**src/rtl/wb_cmd_master.sv**
```systemverilog
// Wishbone classic single-transfer initiator: takes one command from a req/ack stream,
// runs one read or write on the bus, and returns one response (data or timeout error).
module wb_cmd_master #(
    parameter int AW      = 32,
    parameter int DW      = 32,
    parameter int TIMEOUT = 255
) (
    input  logic            clk,
    input  logic            reset_n,
    input  logic [AW-1:0]   t_cmd_adr,
    input  logic [DW-1:0]   t_cmd_dat,
    input  logic [DW/8-1:0] t_cmd_sel,
    input  logic            t_cmd_we,
    input  logic            t_cmd_req,
    output logic            t_cmd_ack,
    output logic [DW-1:0]   i_rsp_dat,
    output logic            i_rsp_err,
    output logic            i_rsp_req,
    input  logic            i_rsp_ack,
    output logic            wb_cyc_o,
    output logic            wb_stb_o,
    output logic            wb_we_o,
    output logic [AW-1:0]   wb_adr_o,
    output logic [DW/8-1:0] wb_sel_o,
    output logic [DW-1:0]   wb_dat_o,
    input  logic [DW-1:0]   wb_dat_i,
    input  logic            wb_ack_i,
    output logic [7:0]      err_cnt
);

    localparam int CW = (TIMEOUT < 1) ? 1 : $clog2(TIMEOUT + 1);
    localparam logic [CW-1:0] CNT_LAST = CW'((TIMEOUT > 0) ? TIMEOUT - 1 : 0);
    localparam bit TIMEOUT_EN = (TIMEOUT != 0);

    localparam logic [1:0] S_IDLE = 2'd0;
    localparam logic [1:0] S_BUS  = 2'd1;
    localparam logic [1:0] S_RSP  = 2'd2;

    logic [1:0]    state;
    logic [CW-1:0] cnt;
    logic          armed;
    logic          cmd_fire;
    logic          rsp_fire;
    logic          timeout_hit;

    // armed holds t_cmd_ack low until the first clock edge after reset release.
    assign t_cmd_ack   = armed && (state == S_IDLE);
    assign i_rsp_req   = (state == S_RSP);
    assign wb_stb_o    = wb_cyc_o;
    assign cmd_fire    = t_cmd_req && t_cmd_ack;
    assign rsp_fire    = i_rsp_req && i_rsp_ack;
    assign timeout_hit = TIMEOUT_EN && (cnt == CNT_LAST);

    // NOTE: all state below uses non-blocking assignments so every register samples
    // pre-edge values; blocking here would make the update order matter.
    always_ff @(posedge clk or negedge reset_n) begin
        if (!reset_n) begin
            state     <= S_IDLE;
            armed     <= 1'b0;
            cnt       <= '0;
            wb_cyc_o  <= 1'b0;
            wb_we_o   <= 1'b0;
            wb_adr_o  <= '0;
            wb_sel_o  <= '0;
            wb_dat_o  <= '0;
            i_rsp_dat <= '0;
            i_rsp_err <= 1'b0;
            err_cnt   <= '0;
        end else begin
            armed <= 1'b1;
            case (state)
                S_IDLE: begin
                    if (cmd_fire) begin
                        wb_adr_o <= t_cmd_adr;
                        wb_dat_o <= t_cmd_dat;
                        wb_sel_o <= t_cmd_sel;
                        wb_we_o  <= t_cmd_we;
                        wb_cyc_o <= 1'b1;
                        cnt      <= '0;
                        state    <= S_BUS;
                    end
                end
                S_BUS: begin
                    // An ack on the same edge as the timeout still completes the transfer.
                    if (wb_ack_i) begin
                        wb_cyc_o  <= 1'b0;
                        i_rsp_dat <= wb_we_o ? '0 : wb_dat_i;
                        i_rsp_err <= 1'b0;
                        state     <= S_RSP;
                    end else if (timeout_hit) begin
                        wb_cyc_o  <= 1'b0;
                        i_rsp_dat <= '0;
                        i_rsp_err <= 1'b1;
                        if (err_cnt != 8'hFF) begin
                            err_cnt <= err_cnt + 8'd1;
                        end
                        state     <= S_RSP;
                    end else begin
                        cnt <= cnt + 1'b1;
                    end
                end
                S_RSP: begin
                    if (rsp_fire) begin
                        state <= S_IDLE;
                    end
                end
                default: state <= S_IDLE;
            endcase
        end
    end

endmodule

```
**config.mk**
```make
export PLATFORM = sky130hd
export DESIGN_NAME = wb_cmd_master
export DESIGN_NICKNAME = d
export VERILOG_FILES = /design/src/rtl/wb_cmd_master.sv
export SDC_FILE = /design/constraint.sdc
export NUM_CORES = 1
export LEC_CHECK = 0
export BUFFER_PORTS_ARGS = -buffer_cell sky130_fd_sc_hd__buf_2
export CAP_MARGIN = 40
export CORE_UTILIZATION = 45
export DETAILED_ROUTE_END_ITERATION = 10
export PLACE_DENSITY = 0.78
export SLEW_MARGIN = 20
export SYNTH_ARGS = -nofsm -noshare
export SYNTH_HDL_FRONTEND = slang
export SYNTH_SLANG_ARGS = --single-unit
export TNS_END_PERCENT = 5
```
**constraint.sdc**
```tcl
create_clock -name clk -period 6.4 [get_ports clk]
set_clock_uncertainty 0.1 [all_clocks]
set_input_delay 0.32 -clock clk [delete_from_list [all_inputs] [get_ports clk]]
set_output_delay 0.32 -clock clk [all_outputs]
set_load 0.005 [all_outputs]
```
==> flow_metrics.env, run 1 <==
export IMPL_status="finished clean"
export IMPL_htreeDepth=4
export IMPL_crit_path_end="cnt[7]"
export IMPL_detail_route_antenna_nets=0
export IMPL_area_sequential_um2=3050
export IMPL_cts_path_max_buffers=2
export IMPL_critical_path_startpoint_type="input pin"
export IMPL_grt_overflow=0
export IMPL_synthCells=467
export IMPL_syn_area_per_cell_um2=10.1
export IMPL_final_common_cell="buf_2"
export IMPL_synth_top_cell_by_area="dfrtp_1"
export IMPL_ys_flop_type="dfrtp_1"
export IMPL_timing_critical_path_from="wb_ack_i"
export IMPL_cp_data_arrival_time_ps=2610
export IMPL_synth_top_area_share_pct=64.8
export IMPL_cts_resized=0
export IMPL_wire_per_inst_um=15.8
export IMPL_drcViolationCount=0
export IMPL_critical_path_reg2reg_startpoint="state[1]"
export IMPL_antenna_diode_count=0
export IMPL_place_ws_ps=4170
export IMPL_layout_drive_gt1_share_pct=33.0
export IMPL_tritoncts_num_sinks=122
export IMPL_worst_path_dominant_cell_family="buffers and inverters"
export IMPL_setup_repair_after_global_routing_missed_its_margin="no"
export IMPL_max_slew_margin_pct=54.7
export IMPL_worst_path_buf_inv=3
export IMPL_synth_async_sr_flop_share_pct=100
export IMPL_place_inst=801
export IMPL_finalWeightedCongestion=0.795
export IMPL_area_growth_from_synthesis_to_layout_pct=61.4
export IMPL_std_cell_rows=36
export IMPL_leakage_nw=4.14
export IMPL_layout_cells_most_common_list="buf_2, nand2_1, dfrtp_1, dlygate4sd3_1, a22o_1"
export IMPL_reg2reg_setup_slack_ps=4090
export IMPL_floorplan_core_area_um2=9950
export IMPL_timing_critical_path_fanout_max=8
export IMPL_starting_density_of_the_core_pct=47.3
export IMPL_final_instance_count_excl_fill=937
export IMPL_synthDistinctLibCells=36
export IMPL_worstSetupPathType="in2reg"
export IMPL_timing_critical_path_mode_cell="buf_2"
export IMPL_synth_ff_latch_count=122
export IMPL_via_count=4709
export IMPL_route_final_wire_length_mm=14.8
export IMPL_floorplan_die_width_um=104
export IMPL_cts_reportedPaths_clkPinSlew_ps=60
export IMPL_setup_ws_ps=4050
export IMPL_delay_of_the_slowest_cell_on_the_worst_path_ps=530
export IMPL_global_route_wire_length_before_repair_mm=24.2
export IMPL_placement_io_buffers=219
export IMPL_synth_net_count=576
export IMPL_grt_pass1_vias=4998
export IMPL_setup_total_negative_slack_ps=0
export IMPL_setup_violations_final=0
export IMPL_synth_edf_count=0
export IMPL_synth_top_cells_by_area="dfrtp_1, nand2_1, a22o_1"
export IMPL_tightest_slew_ps=673
export IMPL_ys_seq_area_share_pct=64.8
export IMPL_cp_slowest_cell="dlygate4sd3_1"
export IMPL_cts_buffers=17
export IMPL_max_cap_violations=0
export IMPL_multiInputGateArea_um2=1560
export IMPL_finish_net_count=900
export IMPL_grt_antenna_before_repair=0
export IMPL_max_freq_ghz=0.426
export IMPL_hold_path_class="in2async"
export IMPL_place_hpwl_mm=8.26
export IMPL_final_max_slew_violation_count=0
export IMPL_drt_initial_drc_count=248
export IMPL_area_enclosed_by_the_die_boundary_um2=10900
export IMPL_worstSetupPathDepth=7
export IMPL_reg2reg_to="cnt[7]"
export IMPL_powerDensity_nw_per_um2=382
export IMPL_buffer_type_at_the_clock_tree_root="clkbuf_8"
export IMPL_finalWorstPathRequiredPeriod_ps=2350
export IMPL_via_per_inst=5.03
export IMPL_crit_required_ps=6660
export IMPL_synth_area_um2=4710
export IMPL_post_route_period_util_pct=36.7
export IMPL_grt_start_max_net_pins=55
export IMPL_fill_cell_total_of_the_finished_layout=596
export IMPL_peakVddDrop_mv=0.273
export IMPL_top_level_ports=220
export IMPL_final_hold_viol_count=0
export IMPL_cts_tree="done"
export IMPL_drt_first_pass_iters=5
export IMPL_die_height_um=104
export IMPL_worst_r2r_cell_count=5
export IMPL_clock_latency_ps=500
export IMPL_endpoint_kind="register"
export IMPL_synthesis_yosys_warnings=0
export IMPL_grt_use_total_pct=28.5
export IMPL_timing_critical_path_cells="dlygate4sd3_1 -> buf_2 -> nor3b_1 -> o21ai_0 -> buf_2 -> o311ai_0 -> o41ai_1"
-- cell families (layout without fill, tap and decap cells) --
logic type | Yosys count | after routing | share of synthesized area [%]
mux | 3 | 3 | 0.717
flops | 122 | 122 | 64.8
compound gates | 49 | 49 | 8.26
xor+xnor | 5 | 5 | 0.929
fa+ha+maj | 3 | 3 | 0.796
buf+inv | 29 | 366 | 2.42
simple gates | 255 | 255 | 22.0
other cells | 1 | 1 | 0.0796
-- power breakdown --
group          internal, W  switching [W]
logic             0.000385       0.000362
clock network     0.000607       0.000356
registers          0.00103       0.000164
-- state kept, by name, indices dropped and copies added, names as in the netlist --
| name | count |
|---|---|
| wb_dat_o | 32 |
| wb_sel_o | 4 |
| wb_cyc_o | 1 |
| wb_adr_o | 32 |
| i_rsp_dat | 32 |
| armed | 1 |
| state | 2 |
| i_rsp_err | 1 |
| err_cnt | 8 |
| cnt | 8 |
| wb_we_o | 1 |
-- metal layers --
layer / share of wire, % / GRT usage (%) / vias up
met4: 4.3 / 16.4 / 0
met2: 54 / 51.1 / 217
met5: 0 / 0 / -
li1: - / - / 2170
met1: 36 / 30.7 / 2270
met3: 5.1 / 6.20 / 52
-- stage by stage --
stage	power, W	hold WS (ps)	cell area (µm²)	util (%)
6_report	0.00291	257	7610	76.4
4_1_cts	0.00288	254	7610	76.4
3_5_place_dp	0.00186	263	5970	59.9
2_1_floorplan	0.00147	-75.6	4710	-
5_1_grt	0.00306	306	7610	76.4
3_3_place_gp	0.00182	256	5920	59.5
-- worst reg2reg max path, stage by stage (launching register included) --
cell	delay, ps
dfrtp_1	430
nor3b_1	480
o21ai_0	400
buf_2	280
o311ai_0	350
o41ai_1	130
-- synth_stat cells, types with 2 or more instances --
| library cell | number |
|---|---|
| a31oi_1 | 3 |
| nand4_1 | 2 |
| nand2b_1 | 3 |
| clkbuf_1 | 23 |
| nand3_1 | 13 |
| a22o_1 | 32 |
| and2_1 | 2 |
| nor3_1 | 5 |
| inv_1 | 4 |
| nor2_1 | 6 |
| mux2_2 | 2 |
| nand2_1 | 216 |
| xor2_1 | 4 |
| dfrtp_1 | 122 |
| o21ai_0 | 5 |
| a21oi_1 | 2 |
| nor3b_1 | 2 |
| ha_1 | 3 |
-- worst min path at each step --
stage / endpoint / start
CTS: i_rsp_dat[13] / reset_n
floorplan: armed / reset_n
finish: i_rsp_dat[13] / reset_n
global placement: i_rsp_dat[13] / reset_n
detailed placement: i_rsp_dat[13] / reset_n
global route: i_rsp_dat[13] / reset_n
-- layout make-up --
class / count / area share [%]
Clock inverter: 13 / 2.19
Inverter: 4 / 0.197
Timing Repair Buffer: 330 / 29.1
Sequential cell: 122 / 40.1
Tap cell: 133 / 2.19
Multi-Input combinational cell: 316 / 20.5
Clock buffer: 19 / 5.68
-- what timing repair did --
action	CTS	global route
endpoints found under the hold margin	150	0
hold buffers	104	0
setup buffers	0	0
Note: power is estimated with default switching activity, not from simulation.
==> run 2: changes to the inputs <==
CORE_UTILIZATION = 42   (was 45)
PLACE_DENSITY = 0.76   (was 0.78)
clock period = 2.13 ns   (was 6.4 ns; I/O delays follow)
==> flow_metrics.env, run 2 (synthesis gave the netlist of run 1 again) <==
export IMPL_place_hpwl_mm=7.84
export IMPL_crit_required_ps=2420
export IMPL_grt_overflow=0
export IMPL_via_per_inst=4.92
export IMPL_multiInputGateArea_um2=1560
export IMPL_max_cap_violations=0
export IMPL_htreeDepth=4
export IMPL_grt_start_max_net_pins=51
export IMPL_buffer_type_at_the_clock_tree_root="clkbuf_8"
export IMPL_setup_violations_final=0
export IMPL_placement_io_buffers=219
export IMPL_floorplan_die_width_um=108
export IMPL_detail_route_antenna_nets=0
export IMPL_cts_buffers=17
export IMPL_finish_net_count=911
export IMPL_final_common_cell="buf_2"
export IMPL_final_max_slew_violation_count=0
export IMPL_grt_antenna_before_repair=0
export IMPL_grt_use_total_pct=24.2
export IMPL_area_enclosed_by_the_die_boundary_um2=11700
export IMPL_top_level_ports=220
export IMPL_powerDensity_nw_per_um2=1100
export IMPL_place_ws_ps=99.3
export IMPL_route_final_wire_length_mm=13.4
export IMPL_timing_critical_path_fanout_max=4
export IMPL_clock_latency_ps=510
export IMPL_drt_first_pass_iters=5
export IMPL_cts_path_max_buffers=2
export IMPL_cts_tree="done"
export IMPL_std_cell_rows=38
export IMPL_endpoint_kind="register"
export IMPL_peakVddDrop_mv=0.650
export IMPL_max_freq_ghz=0.498
export IMPL_critical_path_startpoint_type="register"
export IMPL_cp_data_arrival_time_ps=2300
export IMPL_setup_ws_ps=120
export IMPL_tritoncts_num_sinks=122
export IMPL_post_route_period_util_pct=94.4
export IMPL_hold_path_class="in2async"
export IMPL_area_growth_from_synthesis_to_layout_pct=62.6
export IMPL_area_sequential_um2=3050
export IMPL_drt_initial_drc_count=293
export IMPL_finalWeightedCongestion=0.799
export IMPL_worstSetupPathType="reg2reg"
export IMPL_antenna_diode_count=0
export IMPL_via_count=4695
export IMPL_global_route_wire_length_before_repair_mm=21.8
export IMPL_layout_drive_gt1_share_pct=33.8
export IMPL_drcViolationCount=0
export IMPL_top_regs="i_rsp_dat (32), wb_adr_o (32), wb_dat_o (32)"
export IMPL_fill_cell_total_of_the_finished_layout=763
export IMPL_cts_reportedPaths_clkPinSlew_ps=50
export IMPL_floorplan_core_area_um2=10900
export IMPL_wire_per_inst_um=14.0
export IMPL_layout_cells_most_common_list="buf_2, nand2_1, dfrtp_1, dlygate4sd3_1, a22o_1"
export IMPL_postCtsSetupRepairBufs=0
export IMPL_setup_repair_after_global_routing_missed_its_margin="no"
export IMPL_final_hold_viol_count=0
export IMPL_leakage_nw=4.18
export IMPL_setup_total_negative_slack_ps=0
export IMPL_starting_density_of_the_core_pct=43.3
export IMPL_finalWorstPathRequiredPeriod_ps=2010
export IMPL_status="finished clean"
export IMPL_die_height_um=108
export IMPL_grt_pass1_vias=4682
-- run 2: cell count changes in the layout (fill, tap and decap cells not counted), sizes merged --
cell	delta
buf	+9
bufinv	-1
clkbuf	-1
clkinv	+3
clkinvlp	+1
dlygate4sd3	+2
inv	-3
-- run 2: metrics by stage --
step                      instances  instance area (µm²)  power (W)  hold WS [ps]  util (%)
final                           954                 7670    0.00843          38.1      70.4
after global routing            954                 7670    0.00897          47.8      70.4
after CTS                       954                 7660    0.00844          39.4      70.4
after detailed placement        817                 6040    0.00559          -161      55.5
after global placement          817                 6040    0.00550          -160      55.5
after floorplan                 467                 4710    0.00443          -289         -
-- run 2: cell type report --
| class | count | area share, % |
|---|---|---|
| multi-input combinational | 316 | 20.4 |
| clock buffer | 18 | 5.58 |
| clock inverter | 13 | 1.68 |
| inverter | 4 | 0.196 |
| timing repair buffer | 341 | 30.1 |
| sequential | 122 | 39.8 |
| tap | 140 | 2.28 |
-- run 2: path summary, 6_finish.rpt --
path,start,to,slack [ps],cells past startpoint
setup / recovery,state[1],err_cnt[7],120,4
hold / removal,reset_n,wb_dat_o[0],40,3
setup reg to reg,state[1],err_cnt[7],120,4
hold reg to reg,wb_adr_o[20],wb_adr_o[20],370,2
max in group asynchronous,reset_n,err_cnt[4],1200,3
min in group clk,i_rsp_ack,state[1],220,3
-- run 2: metal layers --
metal,track usage (%),up-vias,part of all wire (%)
met5,0,-,0
met4,10.4,0,2.9
met3,6.81,38,5.3
met2,43.2,191,53
met1,27.0,2270,39
li1,-,2196,-
-- run 2: report_power, final --
| part | leakage (nW) | switching, W | internal, W | total, W |
|---|---|---|---|---|
| Sequential | 1.55 | 0.000447 | 0.00311 | 0.00355 |
| Combinational | 2.36 | 0.00103 | 0.00118 | 0.00222 |
| Clock | 0.268 | 0.000990 | 0.00167 | 0.00266 |
| Total | 4.18 | 0.00247 | 0.00596 | 0.00843 |
-- run 2: what timing repair did --
item                                   4_1_cts  5_1_grt
endpoints found under the hold margin      227        0
hold buffers                               106        0
resized for setup                            0        2
setup endpoints to repair                    0        3
-- run 2: critical path: stages (launching register included) --
cell     delay, ps
dfrtp_1        380
or3b_1         400
or3_4          420
nor3_1         240
mux2_2         360
==> run 3: changes to the inputs <==
CELL_PAD_IN_SITES_DETAIL_PLACEMENT = 0   (was unset)
CELL_PAD_IN_SITES_GLOBAL_PLACEMENT = 1   (was unset)
CORE_ASPECT_RATIO = 1.1   (was unset)
CORE_UTILIZATION = 31   (was 42)
PLACE_DENSITY = unset   (was 0.76)
PLACE_DENSITY_LB_ADDON = 0.1   (was unset)
==> flow_metrics.env, run 3 (synthesis gave the netlist of run 1 again) <==
export IMPL_placement_io_buffers=219
export IMPL_grt_antenna_before_repair=0
export IMPL_fill_cell_total_of_the_finished_layout=1365
export IMPL_top_level_ports=220
export IMPL_cts_reportedPaths_clkPinSlew_ps=50
export IMPL_floorplan_die_width_um=120
export IMPL_finalWorstPathRequiredPeriod_ps=2030
export IMPL_via_per_inst=4.35
export IMPL_detail_route_antenna_nets=0
export IMPL_antenna_diode_count=0
export IMPL_grt_use_total_pct=17.6
export IMPL_setup_violations_final=0
export IMPL_multiInputGateArea_um2=1560
export IMPL_place_inst=870
export IMPL_starting_density_of_the_core_pct=32.2
export IMPL_power_switching_w=0.00245
export IMPL_route_final_wire_length_mm=13.2
export IMPL_worst_r2r_cell_count=4
export IMPL_cp_data_arrival_time_ps=2220
export IMPL_hold_path_class="in2reg"
export IMPL_top_layer_used="met4"
export IMPL_met3RoutedLength_um=712
export IMPL_cts_buffers=17
export IMPL_via_count=4376
export IMPL_setup_repair_after_global_routing_missed_its_margin="no"
export IMPL_peakVddDrop_mv=0.489
export IMPL_global_route_wire_length_before_repair_mm=21.9
export IMPL_postCtsSetupRepairBufs=0
export IMPL_share_seq_of_total_power_pct=40.3
export IMPL_finish_net_count=910
export IMPL_min_delay_start="t_cmd_req"
export IMPL_leakage_nw=4.21
export IMPL_drt_initial_drc_count=177
export IMPL_reg2reg_to="err_cnt[7]"
export IMPL_htreeDepth=4
export IMPL_drcViolationCount=0
export IMPL_met2_wirelength_mm=6.70
export IMPL_final_instance_count_excl_fill=1006
export IMPL_die_height_um=131
export IMPL_place_hpwl_mm=8.71
export IMPL_wire_per_inst_um=13.1
export IMPL_hold_end="cnt[4]"
export IMPL_timing_hold_worst_path_depth=4
export IMPL_buffer_type_at_the_clock_tree_root="clkbuf_16"
export IMPL_crit_required_ps=2320
export IMPL_routedLengthMet1_mm=5.57
export IMPL_drt_first_pass_iters=4
export IMPL_cts_tree="done"
export IMPL_floorplan_core_area_um2=14600
export IMPL_grt_start_max_net_pins=71
export IMPL_max_freq_ghz=0.492
export IMPL_top_regs="i_rsp_dat (32), wb_adr_o (32), wb_dat_o (32)"
export IMPL_worstSetupPathType="in2reg"
export IMPL_totalPowerFinal_w=0.00875
export IMPL_finalWeightedCongestion=0.720
export IMPL_final_max_slew_violation_count=0
export IMPL_grt_pass1_vias=4540
export IMPL_final_hold_viol_count=0
export IMPL_tritoncts_num_sinks=122
export IMPL_cts_path_max_buffers=2
export IMPL_powerDensity_nw_per_um2=1120
export IMPL_setup_total_negative_slack_ps=0
export IMPL_final_common_cell="buf_2"
export IMPL_post_route_period_util_pct=95.5
export IMPL_power_frac_comb_pct=25.1
export IMPL_share_of_the_core_filled_with_cells_in_the_final_layout_pct=53.4
export IMPL_max_cap_violations=0
export IMPL_grt_overflow=0
export IMPL_status="finished clean"
export IMPL_cell_internal_pwr_w=0.00630
export IMPL_critical_path_startpoint_type="input pin"
export IMPL_layout_drive_gt1_share_pct=33.9
export IMPL_std_cell_rows=46
export IMPL_timing_critical_path_fanout_max=6
export IMPL_endpoint_kind="register"
export IMPL_clock_latency_ps=400
export IMPL_clkPwrFrac_pct=34.6
export IMPL_critical_path_reg2reg_startpoint="state[1]"
export IMPL_place_ws_ps=40.0
export IMPL_area_sequential_um2=3050
export IMPL_reg2reg_setup_slack_ps=120
export IMPL_switching_share_pct=28.0
export IMPL_setup_ws_ps=96.0
export IMPL_layout_cells_most_common_list="buf_2, nand2_1, dfrtp_1, dlygate4sd3_1, a22o_1"
export IMPL_area_enclosed_by_the_die_boundary_um2=15700
export IMPL_area_growth_from_synthesis_to_layout_pct=65.5
## run 3: changes by cell type in the layout (fill, tap and decap cells not counted)
cell,change
bufinv_16,+2
clkinv_2,-2
dlygate4sd3_1,-2
buf_12,+1
clkbuf_1,+1
clkbuf_16,+1
clkinvlp_4,-1
o21ai_0,+1
o21ai_1,-1
## run 3: worst max-delay path by stage
stage / startpoint / to / slack, ps
6_report: wb_ack_i / err_cnt[7] / 100
5_1_grt: wb_ack_i / err_cnt[7] / 20
4_1_cts: state[1] / err_cnt[7] / 30
3_5_place_dp: state[1] / err_cnt[7] / 40
3_3_place_gp: state[1] / err_cnt[7] / 70
2_1_floorplan: state[1] / err_cnt[7] / 60
## run 3: power by group through the flow
stage          combinational, W  clock (W)  sequential (W)
2_1_floorplan          0.000812          0         0.00362
3_3_place_gp            0.00206          0         0.00353
3_5_place_dp            0.00209          0         0.00354
4_1_cts                 0.00224    0.00311         0.00353
5_1_grt                 0.00246    0.00319         0.00363
6_report                0.00219    0.00303         0.00352
## run 3: critical path, cell delays in order
cell,delay (ps)
dlygate4sd3_1,560
buf_2,160
or3b_1,390
or3_4,440
nor3_1,220
mux2_2,350
## run 3: final cells by class
cell class / count / area share, %
flip-flops and latches: 122 / 39.1
repair buffers: 340 / 29.5
multi-input cells: 316 / 20.0
clock buffers: 20 / 5.85
well taps: 192 / 3.08
clock inverters: 12 / 2.20
inverters: 4 / 0.192
## run 3: metrics by stage
step           cell area (µm²)  hold WS [ps]
3_3_place_gp              6130          9.13
6_report                  7800          10.1
3_5_place_dp              6130          12.5
5_1_grt                   7800          71.0
2_1_floorplan             4710          -289
4_1_cts                   7800          3.96
## run 3: metal layers
layer,track usage (%),vias up
li1,-,2193
met1,20.5,2054
met2,30.4,114
met3,4.60,15
met4,7.01,0
met5,0,-
## run 3: timing repair
item                       CTS  global route
resized for setup            0             1
setup endpoints to repair    0             3
hold buffers               104             0
hold endpoints to repair   168             0
